<file path="src/rtl/chip8_mem_arbiter.sv">
// chip8_mem_arbiter
//   Three requesters share one chip8_ram instance. The RAM has one read port,
//   one write port and 1-cycle registered read data. The ports are CPU (0),
//   PPU (1) and display scanout (2). One access is granted per cycle and is
//   issued to the RAM in that same cycle. Read data comes back one cycle later
//   on the shared rdata bus, qualified by a per-port rvalid. A requester can
//   hold a lock to make a multi-cycle sequence atomic. MAX_LOCK bounds how long
//   a lock may be held.
//
//   Optional feature (macro ARB_SCANOUT_PRIO_EN):
//   - Scanout has strict priority in the FREE state, and ports 0/1 round-robin.
//   - While scanout requests, a running lock is cut short at min(MAX_LOCK, 4).
//   - The port 2 lock input is ignored.
//
//   Ports
//     clk, reset            clock, asynchronous active-low reset
//     req/lock/we[2:0]      per-port request, lock, write enable
//     addrN / wdataN        per-port address and write data
//     gnt[2:0]              one-hot grant (combinational)
//     rvalid[2:0], rdata    read return, one cycle after a read grant
//     mem_*                 chip8_ram read/write port
module chip8_mem_arbiter #(
  parameter int ADDR_W   = 12,
  parameter int DATA_W   = 8,
  parameter int MAX_LOCK = 16
) (
  input  logic              clk,
  input  logic              reset,
  input  logic [2:0]        req,
  input  logic [2:0]        lock,
  input  logic [2:0]        we,
  input  logic [ADDR_W-1:0] addr0,
  input  logic [ADDR_W-1:0] addr1,
  input  logic [ADDR_W-1:0] addr2,
  input  logic [DATA_W-1:0] wdata0,
  input  logic [DATA_W-1:0] wdata1,
  input  logic [DATA_W-1:0] wdata2,
  output logic [2:0]        gnt,
  output logic [2:0]        rvalid,
  output logic [DATA_W-1:0] rdata,
  output logic [ADDR_W-1:0] mem_read_address,
  output logic [ADDR_W-1:0] mem_write_address,
  output logic [DATA_W-1:0] mem_write_data,
  output logic              mem_write_enable,
  input  logic [DATA_W-1:0] mem_read_data
);

  typedef enum logic {ST_FREE, ST_LOCKED} state_t;

  localparam logic [7:0] MAX_LOCK_C = 8'(MAX_LOCK);

  state_t            state_q, state_d;
  logic [1:0]        owner_q, owner_d;
  logic [1:0]        rr_last_q, rr_last_d;
  logic [7:0]        lock_cnt_q, lock_cnt_d;
  logic              pend_valid_q, pend_valid_d;
  logic [1:0]        pend_port_q, pend_port_d;
  logic [ADDR_W-1:0] raddr_q, raddr_d;
  logic [ADDR_W-1:0] waddr_q, waddr_d;
  logic [DATA_W-1:0] wdat_q, wdat_d;

  logic [2:0]        gnt_int;
  logic [2:0]        lock_eff;
  logic [7:0]        lock_limit;

  // Round-robin pick: search starts at the port after 'last'.
  function automatic logic [2:0] rr_pick(input logic [2:0] r, input logic [1:0] last);
    logic [2:0] g;
    g = 3'b000;
    case (last)
      2'd0:    if (r[1]) g = 3'b010; else if (r[2]) g = 3'b100; else if (r[0]) g = 3'b001;
      2'd1:    if (r[2]) g = 3'b100; else if (r[0]) g = 3'b001; else if (r[1]) g = 3'b010;
      default: if (r[0]) g = 3'b001; else if (r[1]) g = 3'b010; else if (r[2]) g = 3'b100;
    endcase
    return g;
  endfunction

  function automatic logic [2:0] arb_free(input logic [2:0] r, input logic [1:0] last);
    logic [2:0] g;
`ifdef ARB_SCANOUT_PRIO_EN
    if (r[2]) g = 3'b100;
    else      g = rr_pick({1'b0, r[1:0]}, last);
`else
    g = rr_pick(r, last);
`endif
    return g;
  endfunction

  function automatic logic [1:0] enc(input logic [2:0] oh);
    logic [1:0] p;
    case (oh)
      3'b010:  p = 2'd1;
      3'b100:  p = 2'd2;
      default: p = 2'd0;
    endcase
    return p;
  endfunction

`ifdef ARB_SCANOUT_PRIO_EN
  assign lock_eff   = lock & 3'b011;
  assign lock_limit = (req[2] && (MAX_LOCK_C > 8'd4)) ? 8'd4 : MAX_LOCK_C;
`else
  assign lock_eff   = lock;
  assign lock_limit = MAX_LOCK_C;
`endif

  // Arbitration and lock state
  always_comb begin
    logic [2:0] mask;
    logic [1:0] g;
    state_d    = state_q;
    owner_d    = owner_q;
    lock_cnt_d = lock_cnt_q;
    rr_last_d  = rr_last_q;
    gnt_int    = 3'b000;
    mask       = req;
    g          = 2'd0;
    if (state_q == ST_LOCKED && req[owner_q] && lock_eff[owner_q]) begin
      gnt_int    = 3'b001 << owner_q;
      rr_last_d  = owner_q;
      lock_cnt_d = lock_cnt_q + 8'd1;
      // The grant that reaches the limit is the owner's last one; the owner
      // then ranks lowest in the following round-robin cycle.
      if (lock_cnt_d >= lock_limit) begin
        state_d    = ST_FREE;
        lock_cnt_d = 8'd0;
      end
    end else begin
      // A dropped lock releases without a grant to the old owner this cycle.
      if (state_q == ST_LOCKED) mask[owner_q] = 1'b0;
      gnt_int    = arb_free(mask, rr_last_q);
      state_d    = ST_FREE;
      lock_cnt_d = 8'd0;
      if (gnt_int != 3'b000) begin
        g         = enc(gnt_int);
        rr_last_d = g;
        if (lock_eff[g] && (lock_limit > 8'd1)) begin
          state_d    = ST_LOCKED;
          owner_d    = g;
          lock_cnt_d = 8'd1;
        end
      end
    end
  end

  // Grant drops as soon as reset is asserted, not at the next edge.
  assign gnt = reset ? gnt_int : 3'b000;

  // RAM drive and read-return bookkeeping
  always_comb begin
    logic [1:0]        g;
    logic [ADDR_W-1:0] a;
    logic [DATA_W-1:0] d;
    raddr_d          = raddr_q;
    waddr_d          = waddr_q;
    wdat_d           = wdat_q;
    mem_write_enable = 1'b0;
    pend_valid_d     = 1'b0;
    pend_port_d      = pend_port_q;
    g                = enc(gnt);
    case (g)
      2'd1:    begin a = addr1; d = wdata1; end
      2'd2:    begin a = addr2; d = wdata2; end
      default: begin a = addr0; d = wdata0; end
    endcase
    if (gnt != 3'b000) begin
      if (we[g]) begin
        waddr_d          = a;
        wdat_d           = d;
        mem_write_enable = 1'b1;
      end else begin
        raddr_d      = a;
        pend_valid_d = 1'b1;
        pend_port_d  = g;
      end
    end
  end

  assign mem_read_address  = raddr_d;
  assign mem_write_address = waddr_d;
  assign mem_write_data    = wdat_d;
  assign rvalid            = pend_valid_q ? (3'b001 << pend_port_q) : 3'b000;
  assign rdata             = pend_valid_q ? mem_read_data : '0;

  always_ff @(posedge clk or negedge reset) begin
    if (!reset) begin
      state_q      <= ST_FREE;
      owner_q      <= 2'd0;
      rr_last_q    <= 2'd2;
      lock_cnt_q   <= 8'd0;
      pend_valid_q <= 1'b0;
      pend_port_q  <= 2'd0;
      raddr_q      <= '0;
      waddr_q      <= '0;
      wdat_q       <= '0;
    end else begin
      state_q      <= state_d;
      owner_q      <= owner_d;
      rr_last_q    <= rr_last_d;
      lock_cnt_q   <= lock_cnt_d;
      pend_valid_q <= pend_valid_d;
      pend_port_q  <= pend_port_d;
      raddr_q      <= raddr_d;
      waddr_q      <= waddr_d;
      wdat_q       <= wdat_d;
    end
  end

endmodule

</file>
<file path="config.mk">
export PLATFORM = sky130hd
export DESIGN_NAME = chip8_mem_arbiter
export DESIGN_NICKNAME = d
export VERILOG_FILES = /design/src/rtl/chip8_mem_arbiter.sv
export SDC_FILE = /design/constraint.sdc
export NUM_CORES = 1
export LEC_CHECK = 0
export CAP_MARGIN = 20
export CORE_ASPECT_RATIO = 0.9
export CORE_MARGIN = 2
export CORE_UTILIZATION = 45
export DETAILED_ROUTE_END_ITERATION = 8
export PLACE_DENSITY_LB_ADDON = 0.25
export RECOVER_POWER = 25
export REMOVE_ABC_BUFFERS = 1
export SKIP_LAST_GASP = 1
export SLEW_MARGIN = 20
export SYNTH_ARGS = -nofsm -noshare
export SYNTH_HDL_FRONTEND = slang
export SYNTH_SLANG_ARGS = --single-unit
</file>
<file path="constraint.sdc">
create_clock -name clk -period 6.9 [get_ports clk]
set_input_delay 1.725 -clock clk [delete_from_list [all_inputs] [get_ports clk]]
set_output_delay 1.725 -clock clk [all_outputs]
set_load 0.02 [all_outputs]
</file>
==> out/results.env, run 1 <==
FINALWORSTPATHREQUIREDPERIOD_NS=6.73
FIN_WS_NS=0.172
WORSTSETUPSTARTPOINT='req[1]'
FINAL_AREA_UM2=4190
DRT_FIRST_PASS_ITERS=4
MIN_DELAY_WORST_ENDPOINT='raddr_q[7]$_DFF_PN0_'
DIE_AREA_UM2=6780
MAXSLEWHEADROOM_PCT=50.7
DRC=0
CRITICAL_PATH_BUF_INV_COUNT=3
FINAL_ANTENNA_NET_COUNT=0
WORST_R2R_PATH_DEPTH=7
CP_DATA_ARRIVAL_TIME_NS=5.00
POST_DP_AREA_UM2=4100
LAYOUTNONFILLERINSTCOUNT=456
BUFFERS_FROM_CLOCK_ROOT_TO_SINK_AT_MOST=2
DRIVE_GT1_SHARE_PCT=13.5
SYNTH.LIB_CELLS_USED.DISTINCT=50
CLKSINKCOUNT=48
ROUTABILITYCONGESTION=0.906
IO_BUFFERS=125
STARTPOINT_TYPE='primary input'
TIMING.HOLD.WORST_PATH_DEPTH=1
YOSYSWARNINGS=0
CP_DATA_REQUIRED_TIME_NS=5.18
GRT_START_MAX_NET_PINS=67
CLK_LAT_WORST_SKEW_NS=0.30
CLKSLEWWORSTSETUPHOLDPATHS_NS=0.09
CORE-AREA_UM2=6010
WORST-SLEW-PIN-TRANSITION_NS=0.739
CRITICAL_PATH.MOST_COMMON_CELL='clkdlybuf4s50_1'
POSTSYNTH.TOPFLOPCELL='dfrtp_1'
HOLDWS_NS=0.492
MIN_FROM='raddr_q[7]$_DFF_PN0_'
CLOCKROOTBUFFER='clkbuf_8'
STAGE_DELAY_OF_THE_SLOWEST_CELL_ON_THE_CRITICAL_PATH_NS=0.54
NUM-NETS-FINAL=463
POWER.STATIC_LEAKAGE_nW=1.78
HIGHEST_CLOCK_RATE_GHz=0.149
FIN_SKEW_NS=0.00790
MAXCAPVIOLATIONS=0
WORSTREG2REGEND='waddr_q[11]$_DFF_PN0_'
PLACE_HPWL_UM=5770
LAYOUT.CELLS.MOST_COMMON='clkdlybuf4s50_1'
GRT.OVERFLOW.TOTAL=0
CTS_REPAIR_RESIZE_COUNT=0
CORE.ROWCOUNT=27
GRT_FIRST_PASS_WIRELENGTH_UM=12200
RUN_STATUS='finished clean'
RR_STARTPOINT='owner_q[1]$_DFFE_PN0P_'
DIEWIDTH_UM=86.6
FINALMAXSLEWVIOLATIONS=0
SEQ_AREA_FRAC_SYNTH_PCT=43.5
CRIT_PATH_TOP_DELAY_CELL='clkdlybuf4s50_1'
PLACED_CELLS_INCL_TAPS=448
FIN_HOLD_VIOLS=0
DRT_ITER0_MARKERS=103
IOS=126
FIRST_GLOBAL_VIAS=2455
TOTAL_SETUP_VIOLATIONS_REPORTED_AT_THE_END_OF_THE_FLOW=0
START_UTIL_PCT=45.9
CTS_MADE_BUFFERS=5
DRT-VIAS-PER-INSTANCE=5.45
DIE_H_UM=78.3
COMMONEST_CELLS_AFTER_ROUTING_FILL_AND_TAPS_ASIDE='124 x clkdlybuf4s50_1, 47 x dfrtp_1, 27 x nand2_1'
CRIT_PATH_CELL_TRACE='clkdlybuf4s50_1 -> and4b_1 -> o31a_1 -> o41ai_4 -> nand2_1 -> a222oi_1 -> buf_12 -> mux2_2 -> clkdlybuf4s50_1'
SYN_AREA_PER_CELL_UM2=10.7
SETUP_CRIT_PATH_KIND='primary input to output pin'
POSTSYNTH.ASYNCRESETSHARE_PCT=100
MIN_PATH_TYPE='register to register'
POSTCTSSETUPBUFFERS=0
AREA.GROWTH.SYNTH_TO_FINAL_PCT=51.7
GRT.TOTAL_USAGE_PCT=23.0
ANTENNADIODECOUNT=0
GRT_SETUP_UNREPAIRED='false'
CRITICAL_PATH.MAX_FANOUT=21
CP_TOP_FAMILY='buffers and inverters'
FINAL.PERIOD_UTILIZATION_PCT=97.5
CTS-HOLD-FIX-BUFFERS=0
SYNTH.CELL_AREA_UM2=2760
WORSTSETUPENDPOINTTYPE='output pin'
CTS_TREE='yes'
VIAS=2487
R2R_SETUP_SLACK_NS=3.97
POWER.TOTAL_mW=1.75
ANTENNA_FOUND_INITIAL=0
SYNTH-SEQ-CELLS=48
PRE_CTS_WS_NS=0.205
SYNTH_ENABLE_FLOP_CELLS=0
VDD_DROP_MAX_mV=0.254
FINALWIRELENGTH_UM=7710
POWER-PER-CELL-AREA_nW_PER_UM2=417
CLOCK_TREE.HTREE_LEVEL_COUNT=2
DRT-WIRELENGTH-PER-CELL_UM=16.9
SYN-INSTANCE-COUNT=257
[routing by layer]
metal	vias to the layer above	track usage (%)	share of wire, %
li1	1189	-	-
met1	1189	28.9	42
met2	100	38.7	50
met3	9	7.68	7.7
met4	0	4.38	1.1
met5	-	0	0
[stage by stage]
step	setup TNS (ns)	util, %
after floorplan	-34.12	-
after global placement	0	68.2
after detailed placement	0	68.2
after CTS	0	69.7
after global routing	0	69.6
final	0	69.6
[state kept, by name, indices dropped and copies added, names as in the netlist]
name / count
raddr_q: 12
waddr_q: 12
lock_cnt_q: 8
wdat_q: 8
owner_q: 2
pend_port_q: 2
rr_last_q: 2
pend_valid_q: 1
state_q: 1
[power breakdown]
group | switching, mW | internal (mW)
Combinational | 0.543 | 0.562
Clock | 0.0963 | 0.0708
Sequential | 0.0677 | 0.405
Total | 0.707 | 1.04
[cell usage after synthesis, types with 6 or more instances]
library cell	count	area, um^2
dfrtp_1	47	1180
nand2_1	27	101
nor2_1	26	97.6
a221o_1	20	200
mux2_4	19	285
and2_1	9	56.3
clkbuf_1	9	33.8
mux2_2	9	101
inv_1	8	30.0
and3_1	7	43.8
a21oi_1	6	30.0
o21ai_0	6	30.0
[area by class of cell]
| type | count | area (um^2) |
|---|---|---|
| clock buffers | 5 | 68.8 |
| clock inverters | 3 | 18.8 |
| fillers | 476 | 1830 |
| inverters | 8 | 30.0 |
| multi-input cells | 188 | 1470 |
| flip-flops and latches | 48 | 1200 |
| well taps | 72 | 90.1 |
| repair buffers | 132 | 1310 |
[kinds of logic (layout without fill, tap and decap cells)]
logic type               Yosys count  count (layout)  synth area share (%)
AND/OR/NAND/NOR                   91              91                  16.5
buffers and inverters             24             148                  4.58
multiplexers                      35              35                  16.7
other                              1               4                 0.136
adder cells (fa/ha/maj)            1               1                 0.453
AO/OA/AOI/OAI                     55              55                  17.4
flip-flops                        48              48                  43.5
XOR/XNOR                           2               2                 0.634
[worst max path at each step]
stage	end	cells after the start
6_report	mem_write_address[11]	9
2_1_floorplan	mem_write_address[11]	6
4_1_cts	mem_write_address[11]	9
3_5_place_dp	mem_write_address[11]	9
5_1_grt	mem_write_address[11]	9
3_3_place_gp	mem_write_address[11]	9
Note: power is estimated with default switching activity, not from simulation.
==> run 2, diff against run 1 <==
--- a/config.mk
+++ b/config.mk
@@ -12,7 +12,6 @@
 export DETAILED_ROUTE_END_ITERATION = 8
 export PLACE_DENSITY_LB_ADDON = 0.25
 export RECOVER_POWER = 25
-export REMOVE_ABC_BUFFERS = 1
 export SKIP_LAST_GASP = 1
 export SLEW_MARGIN = 20
 export SYNTH_ARGS = -nofsm -noshare
==> out/results.env, run 2 (synthesis results as in run 1) <==
HIGHEST_CLOCK_RATE_GHz=0.149
FINAL_ANTENNA_NET_COUNT=0
VIAS=2544
ROUTABILITYCONGESTION=0.965
FINAL.PERIOD_UTILIZATION_PCT=97.1
WORSTSETUPENDPOINTTYPE='output pin'
COMB_POWER_SHARE_PCT=63.0
DRT-VIAS-PER-INSTANCE=5.58
PLACE_HPWL_UM=5710
GRT_SETUP_UNREPAIRED='false'
STARTPOINT_TYPE='primary input'
DRT_ITER0_MARKERS=167
SETUP_TNS_NS=0
MIN_PATH_TYPE='register to register'
CTS_MADE_BUFFERS=5
POWER.STATIC_LEAKAGE_nW=1.78
FINALMAXSLEWVIOLATIONS=70
BIGGESTREGSBYFLOPS='raddr_q: 12 flops, waddr_q: 12 flops'
FIRST_GLOBAL_VIAS=2555
GRT_START_MAX_NET_PINS=35
IOS=126
LAYOUT.CELLS.MOST_COMMON='clkdlybuf4s50_1'
MAXSLEWHEADROOM_PCT=-13.5
CP_DATA_REQUIRED_TIME_NS=5.18
LAYOUT.AREA.SEQ_UM2=1200
DIE_H_UM=78.3
ANTENNA_FOUND_INITIAL=0
DIEWIDTH_UM=86.6
CTS_REPAIR_RESIZE_COUNT=0
VDD_DROP_MAX_mV=0.282
MAXCAPVIOLATIONS=2
ANTENNADIODECOUNT=0
CTS_TREE='yes'
FIN_WS_NS=0.198
DRT_FIRST_PASS_ITERS=4
CLOCK_TREE.HTREE_LEVEL_COUNT=2
FINALWIRELENGTH_UM=7600
CORE.ROWCOUNT=27
MIN_FROM='raddr_q[7]$_DFF_PN0_'
FIN_HOLD_VIOLS=0
GRT.OVERFLOW.TOTAL=0
CLOCK_POWER_SHARE_PCT=9.9
LAYOUT.FILLER_CELLS=481
P_INT_mW=1.05
P_SEQ_SHARE_PCT=27.1
BUFFERS_FROM_CLOCK_ROOT_TO_SINK_AT_MOST=2
SETUP_CRIT_PATH_KIND='primary input to output pin'
CLOCKROOTBUFFER='clkbuf_8'
WORSTREG2REGEND='waddr_q[11]$_DFF_PN0_'
R2R_SETUP_SLACK_NS=3.95
FINALWORSTPATHREQUIREDPERIOD_NS=6.70
CLK_LAT_WORST_SKEW_NS=0.31
START_UTIL_PCT=45.9
DRT-WIRELENGTH-PER-CELL_UM=16.7
PRE_CTS_WS_NS=0.242
TIMING.HOLD.WORST_PATH_DEPTH=1
AREA.GROWTH.SYNTH_TO_FINAL_PCT=52.0
CTS-HOLD-FIX-BUFFERS=0
WORST-SLEW-PIN-TRANSITION_NS=1.70
DIE_AREA_UM2=6780
POWER.SWITCHING_FRACTION_PCT=39.8
RR_STARTPOINT='owner_q[1]$_DFFE_PN0P_'
IO_BUFFERS=125
COMMONEST_CELLS_AFTER_ROUTING_FILL_AND_TAPS_ASIDE='124 x clkdlybuf4s50_1, 47 x dfrtp_1, 27 x nand2_1'
WORST_R2R_PATH_DEPTH=7
POSTCTSSETUPBUFFERS=0
MULTIINPUTGATEAREA_UM2=1470
TOTAL_SETUP_VIOLATIONS_REPORTED_AT_THE_END_OF_THE_FLOW=0
P_SW_mW=0.695
DRIVE_GT1_SHARE_PCT=13.0
MIN_DELAY_WORST_ENDPOINT='raddr_q[7]$_DFF_PN0_'
GRT_FIRST_PASS_WIRELENGTH_UM=12300
POWER-PER-CELL-AREA_nW_PER_UM2=416
VIOLATIONS_IN_THE_FINAL_REPORTS='max-capacitance violations, max-slew violations'
CP_DATA_ARRIVAL_TIME_NS=4.98
CLKSLEWWORSTSETUPHOLDPATHS_NS=0.09
FIN_SKEW_NS=0.00753
RUN_STATUS='complete, but fails checks'
CLKSINKCOUNT=48
CRITICAL_PATH.MAX_FANOUT=21
CORE-AREA_UM2=6010
DRC=0
GRT.TOTAL_USAGE_PCT=23.1
NUM-NETS-FINAL=463
-- run 2: changes by cell type in the layout (fill, tap and decap cells not counted) --
cell	before	now
buf_12	1	2
clkinv_4	1	0
clkbuf_8	5	6
buf_4	6	3
clkbuf_1	1	3
-- run 2: per-layer routing --
| layer | part of all wire [%] | vias up | routed length (um) | GRT usage [%] |
|---|---|---|---|---|
| li1 | - | 1187 | - | - |
| met1 | 41 | 1214 | 3110 | 29.6 |
| met2 | 47 | 129 | 3560 | 36.2 |
| met3 | 11 | 14 | 819 | 8.62 |
| met4 | 1.4 | 0 | 109 | 7.19 |
| met5 | 0 | - | 0 | 0 |
-- run 2: power by group through the flow --
| stage | Clock, mW | Combinational [mW] | Sequential (mW) |
|---|---|---|---|
| floorplan | 0 | 0.686 | 0.438 |
| global placement | 0 | 1.09 | 0.472 |
| detailed placement | 0 | 1.10 | 0.475 |
| CTS | 0.179 | 1.11 | 0.472 |
| global route | 0.189 | 1.17 | 0.487 |
| finish | 0.173 | 1.10 | 0.472 |
-- run 2: how the worst max path moves through the flow --
stage,slack [ns],cells after the start,start,end
final,0.20,9,req[1],mem_write_address[11]
after global routing,0.07,9,req[1],mem_write_address[11]
after CTS,0.21,9,req[1],mem_write_address[11]
after detailed placement,0.24,9,req[1],mem_write_address[11]
after global placement,0.24,9,req[1],mem_write_address[11]
after floorplan,1.18,8,lock[1],mem_write_address[10]
-- run 2: worst max-delay path, stage by stage --
cell and delay (ns):
clkdlybuf4s50_1 0.47, and4b_1 0.26, o31a_1 0.45, o41ai_4 0.33, nand2_1 0.10, a222oi_1 0.46, buf_12 0.26, mux2_2 0.37
clkdlybuf4s50_1 0.54
-- run 2: through the flow --
stage          util [%]  cell area [um^2]  hold WS, ns  total power, mW  cells
2_1_floorplan         -              2770        0.493             1.12    260
3_3_place_gp       68.4              4110        0.466             1.56    448
3_5_place_dp       68.4              4110        0.471             1.57    448
4_1_cts            70.0              4210        0.492             1.76    456
6_report           69.8              4200        0.493             1.75    456
5_1_grt            69.8              4200        0.510             1.84    456
-- run 2: layout make-up --
type,count,area share [%]
Clock buffer,6,1.97
Clock inverter,2,0.238
Inverter,8,0.715
Multi-Input combinational cell,188,35.0
Sequential cell,48,28.6
Tap cell,72,2.15
Timing Repair Buffer,132,31.3
